===== src/rtl/stopwatch_button_fsm.sv =====
// Stopwatch push-button front end: synchroniser, counter debounce, long-press
// timer and the run/stop/clear FSM producing prepare_start, clear and running.
module stopwatch_button_fsm #(
  parameter int DBNC_DIV    = 500_000,
  parameter int LONG_CYCLES = 100_000_000
) (
  input  logic clk,
  input  logic reset_n,
  input  logic button,
  output logic prepare_start,
  output logic clear,
  output logic running,
  output logic pressed
);
  localparam int DW = (DBNC_DIV > 1) ? $clog2(DBNC_DIV) : 1;
  localparam int HW = $clog2(LONG_CYCLES + 1);
  localparam logic [DW-1:0] DBNC_LAST = DW'(DBNC_DIV - 1);
  localparam logic [HW-1:0] LONG_MAX  = HW'(LONG_CYCLES);
  localparam logic [HW-1:0] LONG_LAST = HW'(LONG_CYCLES - 1);

  typedef enum logic [1:0] {IDLE, RUN, STOP, HOLD} state_e;

  logic          sync1_q, sync2_q;
  logic [DW-1:0] dbnc_cnt_q, dbnc_cnt_d;
  logic          pressed_q, pressed_d, pressed_prev_q;
  logic [HW-1:0] hold_cnt_q, hold_cnt_d;
  state_e        state_q, state_d;
  logic          prepare_q, prepare_d;
  logic          clear_q, clear_d;
  logic          running_q, running_d;
  logic          press_evt, release_evt, long_evt;

  always_ff @(posedge clk or negedge reset_n) begin
    if (!reset_n) begin
      sync1_q        <= 1'b0;
      sync2_q        <= 1'b0;
      dbnc_cnt_q     <= '0;
      pressed_q      <= 1'b0;
      pressed_prev_q <= 1'b0;
      hold_cnt_q     <= '0;
      state_q        <= IDLE;
      prepare_q      <= 1'b0;
      clear_q        <= 1'b0;
      running_q      <= 1'b0;
    end else begin
      sync1_q        <= button;
      sync2_q        <= sync1_q;
      dbnc_cnt_q     <= dbnc_cnt_d;
      pressed_q      <= pressed_d;
      pressed_prev_q <= pressed_q;
      hold_cnt_q     <= hold_cnt_d;
      state_q        <= state_d;
      prepare_q      <= prepare_d;
      clear_q        <= clear_d;
      running_q      <= running_d;
    end
  end

  // Any return of sync to the debounced level restarts the qualification count.
  always_comb begin
    dbnc_cnt_d = '0;
    pressed_d  = pressed_q;
    if (sync2_q != pressed_q) begin
      if (dbnc_cnt_q == DBNC_LAST) begin
        pressed_d = ~pressed_q;
      end else begin
        dbnc_cnt_d = dbnc_cnt_q + DW'(1);
      end
    end
  end

  assign press_evt   = pressed_q & ~pressed_prev_q;
  assign release_evt = ~pressed_q & pressed_prev_q;

  // Held at zero while released, so the press_evt cycle is the first counted
  // held cycle; long_evt then lands LONG_CYCLES edges after pressed rose.
  always_comb begin
    hold_cnt_d = '0;
    if (pressed_q) begin
      hold_cnt_d = (hold_cnt_q == LONG_MAX) ? hold_cnt_q : hold_cnt_q + HW'(1);
    end
  end

  assign long_evt = pressed_q & (hold_cnt_q == LONG_LAST);

  always_comb begin
    state_d   = state_q;
    prepare_d = 1'b0;
    clear_d   = 1'b0;
    case (state_q)
      IDLE: begin
        if (press_evt) begin
          state_d   = RUN;
          prepare_d = 1'b1;
        end
      end
      RUN: begin
        if (press_evt) state_d = STOP;
      end
      STOP: begin
        if (press_evt) state_d = HOLD;
      end
      HOLD: begin
        if (long_evt) begin
          state_d = IDLE;
          clear_d = 1'b1;
        end else if (release_evt) begin
          state_d   = RUN;
          prepare_d = 1'b1;
        end
      end
      default: state_d = IDLE;
    endcase
    running_d = (state_d == RUN);
  end

  assign prepare_start = prepare_q;
  assign clear         = clear_q;
  assign running       = running_q;
  assign pressed       = pressed_q;

endmodule


===== config.mk =====
export PLATFORM = sky130hd
export DESIGN_NAME = stopwatch_button_fsm
export DESIGN_NICKNAME = d
export VERILOG_FILES = /design/src/rtl/stopwatch_button_fsm.sv
export SDC_FILE = /design/constraint.sdc
export NUM_CORES = 1
export LEC_CHECK = 0
export BUFFER_PORTS_ARGS = -buffer_cell sky130_fd_sc_hd__buf_2
export CAP_MARGIN = 0
export CORE_UTILIZATION = 30
export CTS_BUF_LIST = sky130_fd_sc_hd__clkbuf_4 sky130_fd_sc_hd__clkbuf_8 sky130_fd_sc_hd__clkbuf_16
export CTS_CLUSTER_SIZE = 20
export DETAILED_ROUTE_END_ITERATION = 7
export PLACE_DENSITY = 0.53
export REMOVE_ABC_BUFFERS = 1
export SKIP_LAST_GASP = 1
export SLEW_MARGIN = 20
export SYNTH_ARGS = -nofsm -noshare
export SYNTH_HDL_FRONTEND = slang
export SYNTH_SLANG_ARGS = --single-unit

===== constraint.sdc =====
create_clock -name clk -period 2.6 [get_ports clk]
set_input_delay 0 -clock clk [delete_from_list [all_inputs] [get_ports clk]]
set_output_delay 0 -clock clk [all_outputs]
set_load 0.05 [all_outputs]

==> flow_summary_export.csv <==
group,metric,value,unit
timing,slew_viol_final,0,
synth,yosysWarnings,0,
timing,setup_violations,0,
place,gp_congestion,0.724,
synth,synth-seq-cells,55,
place,dp_hpwl,3460,um
synth,ys_types,38,
run_status,run_status,"complete, no violations",
route,drt_iter0_drc,99,
cts,post_cts_resized,0,
grt,grt_pass1_vias,1919,
synth,yosysTopAreaCell,"dfrtp_1",
floorplan,die_height,99.5,um
cts,h-tree-depth,2,
critical_path,max_stage_delay,520,ps
route,vias,1944,
cts,postCtsHoldBufs,2,
layout,fin_nets,305,
critical_path,required,2800,ps
synth,synth_top_area_share,48.3,%
floorplan,die_x,99.5,um
route,ant_nets,0,
critical_path,cp-end-kind,"flop",
critical_path,crit_chain,"ha_1, nand3_1, nor4_4, nand4_1, xnor2_1, and2_1",
route,drc,0,
cts,root_buffer,"clkbuf_8",
critical_path,worstPathArrival,2170,ps
grt,grt_pass1_wl,9290,um
critical_path,reg2reg_depth,6,
synth,synthArstFlopShare,100,%
power,power_density,463,mW/mm2
critical_path,timing.reg2reg.setup_slack,630,ps
timing,slew_headroom,58.3,%
power,power.leakage,1.32,nW
timing,worst_pin_slew,622,ps
grt,grt_max_degree,34,
cts,cts_tree,"yes",
grt,antenna_found_initial,0,
power,peakVddDrop,0.000238,V
route,wire_per_inst,12.0,um
floorplan,ioPinCount,7,
cts,clk_pin_slew,90,ps
route,routed_wl,5070,um
critical_path,path_class,"reg -> reg",
layout,syn2layout_area_growth,10.7,%
route,routed_via_density,4.60,
cts,insertion_delay,310,ps
layout,layout_commonest_cell,"dfrtp_1",
timing,rsz0062_at_grt,"no",
timing,fin_crit,1970,ps
synth,synthCells,283,
cts,cts.path.max_buffers,2,
floorplan,dieArea,0.00990,mm2
power,total_power,1.46,mW
timing,timing.hold.ws,173,ps
cts,cts_inserted_buffers,5,
place,placed_area,0.00303,mm2
route,drtPass1Iterations,4,
synth,yosys_most_used_dff,"dfrtp_1",
timing,setup_tns,0,ps
synth,synth-seq-area-share,48.3,%
synth,synth.cell_area,0.00285,mm2
timing,post-route-period-util,75.7,%
timing,final-hold-violation-count,0,
critical_path,r2r_start,"hold_cnt_q[0]",
flow_run,drv_cap,0,
synth,synthTopCellsByArea,"dfrtp_1 48%, xnor2_1 8.3%, and2_1 4.6%",
critical_path,worstReg2RegEnd,"hold_cnt_q[24]",
floorplan,rows,35,
critical_path,critPathMaxFanout,7,
layout,fill_cells,931,
timing,clock_skew,13.5,ps
critical_path,cp-start-kind,"flop",
floorplan,start_util,30.9,%
layout,design_area,0.00316,mm2
critical_path,crit_slowest_cell,"nor4_4",
grt,grt.total_usage,11.7,%
synth,avgSynthCellArea,10.1,um2
worst_hold_path,hold_class,"in -> async",
place,port_buffers,6,
layout,mostFrequentLayoutCells,"55 x dfrtp_1, 32 x nor2_1, 27 x xnor2_1, 21 x and2_1, 20 x nand3_1",
synth,synth_edf_count,0,
timing,fmax,0.508,GHz
cts,cts_setup_buffers,0,
cts,clock_sinks,55,
floorplan,core_area,0.00924,mm2
layout,layout-drive-gt1-share,7.82,%
layout,antenna_cells,0,
grt,gr-total-overflow,0,
## final cells by class
class / count / area (um2) / share of cell area (%)
inverters: 7 / 26.3 / 0.833
flip-flops and latches: 55 / 1380 / 43.6
clock inverters: 1 / 30.0 / 0.952
repair buffers: 11 / 72.6 / 2.30
well taps: 129 / 161 / 5.11
clock buffers: 6 / 76.3 / 2.42
multi-input cells: 214 / 1410 / 44.8
## metal layers
layer,up-vias,track usage [%],wire [um]
li1,987,-,-
met2,15,18.3,2220
met5,-,0,0
met4,0,3.73,72
met3,6,2.53,129
met1,936,16.2,2650
## metrics by stage
stage	cells	utilization [%]	setup WS (ps)
after floorplan	276	-	727
after global placement	414	32.8	632
after detailed placement	414	32.8	629
after CTS	423	34.2	611
after global routing	423	34.2	431
final	423	34.2	632
## kinds of logic (layout without fill, tap and decap cells)
kind of cell	count (synthesis)	after routing	synth area share (%)
and+or+nand+nor	151	151	30.1
DFF	55	55	48.3
xor gates and xnor gates	40	40	12.3
buffers and inverters	14	25	2.19
AOI/OAI and AO/OA	13	13	2.90
adders and majority gates	8	8	3.51
muxes	2	2	0.746
## power breakdown
group	switching [mW]	leakage, nW	total, mW	internal [mW]
registers	0.00438	0.762	0.864	0.860
logic	0.0251	0.502	0.0347	0.00960
clock network	0.268	0.0547	0.562	0.293
total	0.298	1.32	1.46	1.16
## cell usage after synthesis, types with 5 or more instances
cell     count
nand4_1     15
and3_1       6
nand3_1     20
inv_1        7
dfrtp_1     55
nor2_1      32
nand2_1     17
nor2b_1     10
nor4_1       5
ha_1         8
xor2_1      13
and2_1      21
xnor2_1     27
## state kept, by name, indices dropped and copies added (netlist names)
name and cells:
hold_cnt_q 27, pressed_prev_q 1, running 1, sync2_q 1, pressed 1, state_q 2, dbnc_cnt_q 19, clear 1
prepare_start 1, sync1_q 1
## worst max path at each step
stage                             start        endpoint  slack [ps]  cells after the start
final                     hold_cnt_q[0]  hold_cnt_q[24]         630                      6
after floorplan                 pressed         running         730                      5
after global placement    hold_cnt_q[0]  hold_cnt_q[24]         630                      6
after CTS                 hold_cnt_q[0]  hold_cnt_q[24]         610                      6
after detailed placement  hold_cnt_q[0]  hold_cnt_q[24]         630                      6
after global routing      hold_cnt_q[0]  hold_cnt_q[16]         430                      6
## critical path: cells and delay by family, from the launching register on
family / cells / cell delay, ps
adders and majority gates: 1 / 260
DFF: 1 / 410
xor gates and xnor gates: 1 / 160
and+or+nand+nor: 4 / 1040
Power figures use the tool's default switching activity.
